`config.mk`:
```
export PLATFORM = sky130hd
export DESIGN_NAME = pipe_stage_reg
export DESIGN_NICKNAME = d
export VERILOG_FILES = /design/src/rtl/pipe_stage_reg.sv
export SDC_FILE = /design/constraint.sdc
export NUM_CORES = 1
export LEC_CHECK = 0
export CORE_AREA = 2 2 178 180
export CTS_CLUSTER_SIZE = 8
export DETAILED_ROUTE_END_ITERATION = 7
export DIE_AREA = 0 0 180 182
export GPL_TIMING_DRIVEN = 0
export PLACE_DENSITY = 0.86
export SYNTH_ARGS = -nofsm -noshare
export SYNTH_HDL_FRONTEND = slang
export SYNTH_SLANG_ARGS = --single-unit
```
`constraint.sdc`:
```
create_clock -name clk -period 1.7 [get_ports clk]
set_input_delay 0.425 -clock clk [delete_from_list [all_inputs] [get_ports clk]]
set_output_delay 0.425 -clock clk [all_outputs]
set_load 0.1 [all_outputs]
```
`src/rtl/pipe_stage_reg.sv`:
```
// rtl/pipe_stage_reg.sv - two-entry skid pipeline stage register with flush/exception clear (optional PIPE_STALL_CNT_EN stall counter)
module pipe_stage_reg #(
    parameter int          DATA_W = 128,
    parameter logic [31:0] EXC_PC = 32'h0000_4180
) (
    input  logic              clk,
    input  logic              reset,
    input  logic              flush,
    input  logic              req,
    input  logic              in_valid,
    output logic              in_ready,
    input  logic [31:0]       in_pc,
    input  logic              in_bd,
    input  logic [4:0]        in_exc,
    input  logic [DATA_W-1:0] in_data,
    output logic              out_valid,
    input  logic              out_ready,
    output logic [31:0]       out_pc,
    output logic              out_bd,
    output logic [4:0]        out_exc,
    output logic [DATA_W-1:0] out_data
`ifdef PIPE_STALL_CNT_EN
    ,
    output logic [15:0]       stall_cnt
`endif
);

    typedef enum logic [1:0] {
        EMPTY = 2'd0,
        FULL  = 2'd1,
        SKID  = 2'd2
    } state_t;

    state_t state_q;
    state_t state_d;

    // The out_* registers are the main entry; the skid entry only catches
    // the one beat that arrives while the downstream is stalled.
    logic [31:0]       skid_pc;
    logic              skid_bd;
    logic [4:0]        skid_exc;
    logic [DATA_W-1:0] skid_data;

    logic accept;
    logic drain;
    logic load_main_in;
    logic load_main_skid;
    logic load_skid;

    // Next-state and load-enable decode from the handshake.
    always_comb begin
        state_d        = state_q;
        load_main_in   = 1'b0;
        load_main_skid = 1'b0;
        load_skid      = 1'b0;
        accept         = in_valid & in_ready;
        drain          = out_valid & out_ready;
        case (state_q)
            EMPTY: begin
                if (accept) begin
                    state_d      = FULL;
                    load_main_in = 1'b1;
                end
            end
            FULL: begin
                if (accept && drain) begin
                    load_main_in = 1'b1;
                end else if (drain) begin
                    state_d = EMPTY;
                end else if (accept) begin
                    state_d   = SKID;
                    load_skid = 1'b1;
                end
            end
            SKID: begin
                if (drain) begin
                    state_d        = FULL;
                    load_main_skid = 1'b1;
                end
            end
            default: state_d = EMPTY;
        endcase
    end

    // State and handshake flags; in_ready/out_valid are registered from the
    // next state so in_ready has no combinational path from out_ready.
    always_ff @(posedge clk) begin
        if (reset || req || flush) begin
            state_q   <= EMPTY;
            in_ready  <= 1'b1;
            out_valid <= 1'b0;
        end else begin
            state_q   <= state_d;
            in_ready  <= (state_d != SKID);
            out_valid <= (state_d != EMPTY);
        end
    end

    // Main entry: cleared by reset/flush, loaded with the handler PC on req,
    // otherwise refilled from the input or from the skid entry.
    always_ff @(posedge clk) begin
        if (reset) begin
            out_pc   <= '0;
            out_bd   <= 1'b0;
            out_exc  <= '0;
            out_data <= '0;
        end else if (req || flush) begin
            out_pc   <= req ? EXC_PC : 32'h0;
            out_bd   <= 1'b0;
            out_exc  <= '0;
            out_data <= '0;
        end else if (load_main_in) begin
            out_pc   <= in_pc;
            out_bd   <= in_bd;
            out_exc  <= in_exc;
            out_data <= in_data;
        end else if (load_main_skid) begin
            out_pc   <= skid_pc;
            out_bd   <= skid_bd;
            out_exc  <= skid_exc;
            out_data <= skid_data;
        end
    end

    // Skid entry: captures the input when main is stalled and occupied.
    always_ff @(posedge clk) begin
        if (reset || req || flush) begin
            skid_pc   <= '0;
            skid_bd   <= 1'b0;
            skid_exc  <= '0;
            skid_data <= '0;
        end else if (load_skid) begin
            skid_pc   <= in_pc;
            skid_bd   <= in_bd;
            skid_exc  <= in_exc;
            skid_data <= in_data;
        end
    end

`ifdef PIPE_STALL_CNT_EN
    // Saturating count of cycles the downstream held off a valid entry;
    // only reset clears it so flushes do not hide stall history.
    always_ff @(posedge clk) begin
        if (reset) begin
            stall_cnt <= '0;
        end else if (out_valid && !out_ready && (stall_cnt != 16'hFFFF)) begin
            stall_cnt <= stall_cnt + 16'd1;
        end
    end
`endif

endmodule

```
==> impl_metrics.py, run 1 <==
metrics = {
    "status": {
        "outcome": "complete, no violations",
    },
    "synth": {
        "synth_top_family_by_area": "compound AO/OA/AOI/OAI gates",
        "avgSynthCellArea_um2": 9.24,
        "mappedNetlistArea_mm2": 0.0137,
        "yosysUniqueCellTypes": 29,
        "netlist_instances": 1485,
        "synth_compound_area_frac": 0.193,
        "synth_edf_count": 0,
        "yosys.area.top_type_share": 0.490,
        "synth.largest_area_cell": "dfxtp_1",
        "ys_ff_latch": 336,
        "ys.flop_type": "dfxtp_1",
        "synthMuxAreaShare": 0.121,
        "synthAdderAreaFrac": 0,
        "yosys.area_share.simple": 0.146,
        "async_flop_share": 0,
        "synth.area.top_cells": "dfxtp_1, mux2i_1, nand2_1, a211oi_2, a21oi_1",
        "seq_area_frac_synth": 0.490,
        "synth_xor_xnor_area_share": 0,
        "syn-num-nets": 1657,
        "yosys_warnings": 0,
    },
    "clock_network": {
        "cts_tree": "yes",
        "cts_made_buffers": 48,
        "htreeDepth": 2,
        "cts.sinks": 336,
        "clkTransAtPathRegs_ps": 60,
        "cts_root_buffer": "clkbuf_16",
        "hold_buffers": 0,
        "clkLatencyLatePin_ps": 530,
        "clk_path_buf_depth": 3,
    },
    "die": {
        "fp.dieH_um": 182,
        "ios": 340,
        "start_util": 0.443,
        "rows": 65,
        "core_area_mm2": 0.0310,
        "dieWidth_um": 180,
        "die_area_mm2": 0.0328,
    },
    "worst_hold_path": {
        "holdPathStages": 3,
        "hp-class": "in2reg",
    },
    "worst_setup_path": {
        "path_common_cell": "buf_12",
        "cp-end-kind": "flip-flop",
        "cp_slowest_cell": "dfxtp_4",
        "r2r_cells": 7,
        "required_ps": 2130,
        "arrival_ps": 2130,
        "crit_fanout": 10,
        "max_stage_delay_ps": 390,
        "crit_path_start_kind": "flip-flop",
        "path_cells": "nand4_1, o211ai_4, buf_12, buf_12, buf_6, nor2_1, a211oi_1",
        "ff2ff_setup_slack_ps": 2,
        "worstSetupPathType": "reg2reg",
    },
    "timing": {
        "relSlewSlack": 0.528,
        "drv_slew": 0,
        "worstMarginPinSlew_ps": 709,
        "setup_viol": 0,
        "fin_setup_tns_ps": 0,
        "timing.fmax_mhz": 589,
        "finalHoldViolations": 0,
        "finalCriticalPeriod_ps": 1700,
        "fin_skew_ps": 16.6,
        "min_period_over_period": 0.999,
        "grt_setup_unrepaired": "yes",
    },
    "cells_and_area": {
        "regArea_mm2": 0.00674,
        "mostFrequentLayoutCells": "nand2_1, dfxtp_1, buf_4, a21oi_1, clkdlybuf4s50_1",
        "fillCellCount": 2428,
        "final_common_cell": "nand2_1",
        "synthToLayoutAreaGrowth_pct": 42.1,
        "multiInputGateArea_mm2": 0.00663,
        "fin_nets": 2056,
        "drive_above_1_share": 0.274,
    },
    "place": {
        "dp_hpwl_um": 29500,
        "gp_congestion": 0.836,
        "port_buffers": 339,
    },
    "pwr": {
        "seqPwrFrac": 0.418,
        "power_switching_share": 0.266,
        "intPower_uw": 14200,
        "p_clk_frac": 0.426,
        "finalPower_uw": 19300,
        "powerDensity_mw_per_mm2": 990,
        "p_leak_uw": 0.00732,
        "ir_worst_vdd_uv": 680,
        "p_switching_uw": 5130,
        "combPwrFrac": 0.155,
    },
    "grt": {
        "grtUsageMet2": 0.426,
        "top_usage_layer": "met2",
        "grt_first_pass_wirelength_um": 66000,
        "first_global_vias": 12800,
        "grt_overflow_total": 0,
        "met1_usage": 0.293,
        "use_met3": 0.0531,
        "grt_max_degree": 12,
        "track_usage": 0.245,
        "antenna_found_initial": 3,
    },
    "route": {
        "drt-initial-drc-count": 717,
        "ant_nets": 0,
        "routed_wl_um": 43200,
        "routedWlPerCell_um": 18.9,
        "drc": 0,
        "via_per_inst": 5.49,
        "via_count": 12600,
        "drt-pass1-iter-count": 5,
    },
    "flow_run": {
        "cap_viol_max_count": 0,
    },
}
-- cell type report --
cell class	instances	share of cell area
flip-flops and latches	336	0.346
repair buffers	349	0.161
inverters	2	0.000385
diodes	3	0.000385
multi-input cells	1020	0.340
clock inverters	2	0.000642
well taps	402	0.0258
plain buffers	127	0.0628
clock buffers	50	0.0631
-- through the flow --
| step | util | area, µm² | setup slack (ps) | std cells | hold slack (ps) |
|---|---|---|---|---|---|
| after floorplan | - | 13700 | -34.5 | 1485 | 436 |
| after global placement | 0.569 | 17600 | -1290 | 2226 | 441 |
| after detailed placement | 0.569 | 17600 | -1360 | 2226 | 446 |
| after CTS | 0.610 | 18900 | -0.659 | 2282 | 344 |
| after global routing | 0.629 | 19500 | -55.6 | 2291 | 382 |
| final | 0.629 | 19500 | 1.52 | 2291 | 356 |
-- power groups by stage --
stage	Clock [µW]	Combinational, µW	Sequential [µW]
floorplan	0	991	8930
global placement	0	2630	8220
detailed placement	0	2670	8220
CTS	8300	2800	8070
global route	8620	3130	8070
finish	8230	3000	8070
-- path summary, 6_finish.rpt --
check                   to           from
min              out_pc[8]          flush
min reg2reg  skid_data[74]  skid_data[74]
max          out_data[107]      out_valid
max reg2reg  out_data[107]      out_valid
-- layer usage --
metal / up-vias / routed length, µm
met2: 523 / 21200
met5: - / 0
met4: 0 / 1650
met1: 6044 / 17100
met3: 120 / 3240
li1: 5891 / -
-- critical path: cells and delay by family, from the launching register on --
family | cells | cell delay [ps]
buf+inv | 3 | 470
compound gates | 2 | 490
flops | 1 | 390
simple gates | 2 | 240
-- cells by family (layout without fill, tap and decap cells) --
group | count (synthesis) | count (layout)
AOI/OAI and AO/OA | 340 | 340
buffers and inverters | 129 | 530
DFF | 336 | 336
muxes | 166 | 166
other | 0 | 3
and+or+nand+nor | 514 | 514
-- synthesized netlist by cell type, types with 2 or more instances --
cell type / number
a211oi_1: 64
a211oi_2: 100
a21oi_1: 168
buf_1: 4
buf_2: 56
buf_4: 24
buf_6: 4
clkbuf_1: 33
clkbuf_4: 6
dfxtp_1: 336
inv_1: 2
mux2i_1: 166
nand2_1: 336
nor2_1: 167
o221ai_1: 3
or4b_1: 3
-- flip-flops by register name (all words and copies together) (netlist names), 2 cells and up --
name       count
out_data     128
out_exc        5
out_pc        32
skid_data    128
skid_exc       5
skid_pc       32
state_q        2
-- what timing repair did --
action / 4_1_cts / 5_1_grt
endpoints found under the setup margin: 501 / 314
pin swaps: 2 / 6
gates cloned: 1 / 3
setup buffers: 3 / 3
gates resized for setup: 1131 / 131
No activity file was read; power rests on OpenSTA's default activity.
==> run 2, diff against run 1 <==
--- a/config.mk
+++ b/config.mk
@@ -5,6 +5,7 @@
 export SDC_FILE = /design/constraint.sdc
 export NUM_CORES = 1
 export LEC_CHECK = 0
+export CAP_MARGIN = 15
 export CORE_AREA = 2 2 178 180
 export CTS_CLUSTER_SIZE = 8
 export DETAILED_ROUTE_END_ITERATION = 7
==> results of run 2 <==
Same layout as run 1: the final DEF is identical, and so are final timing and power.
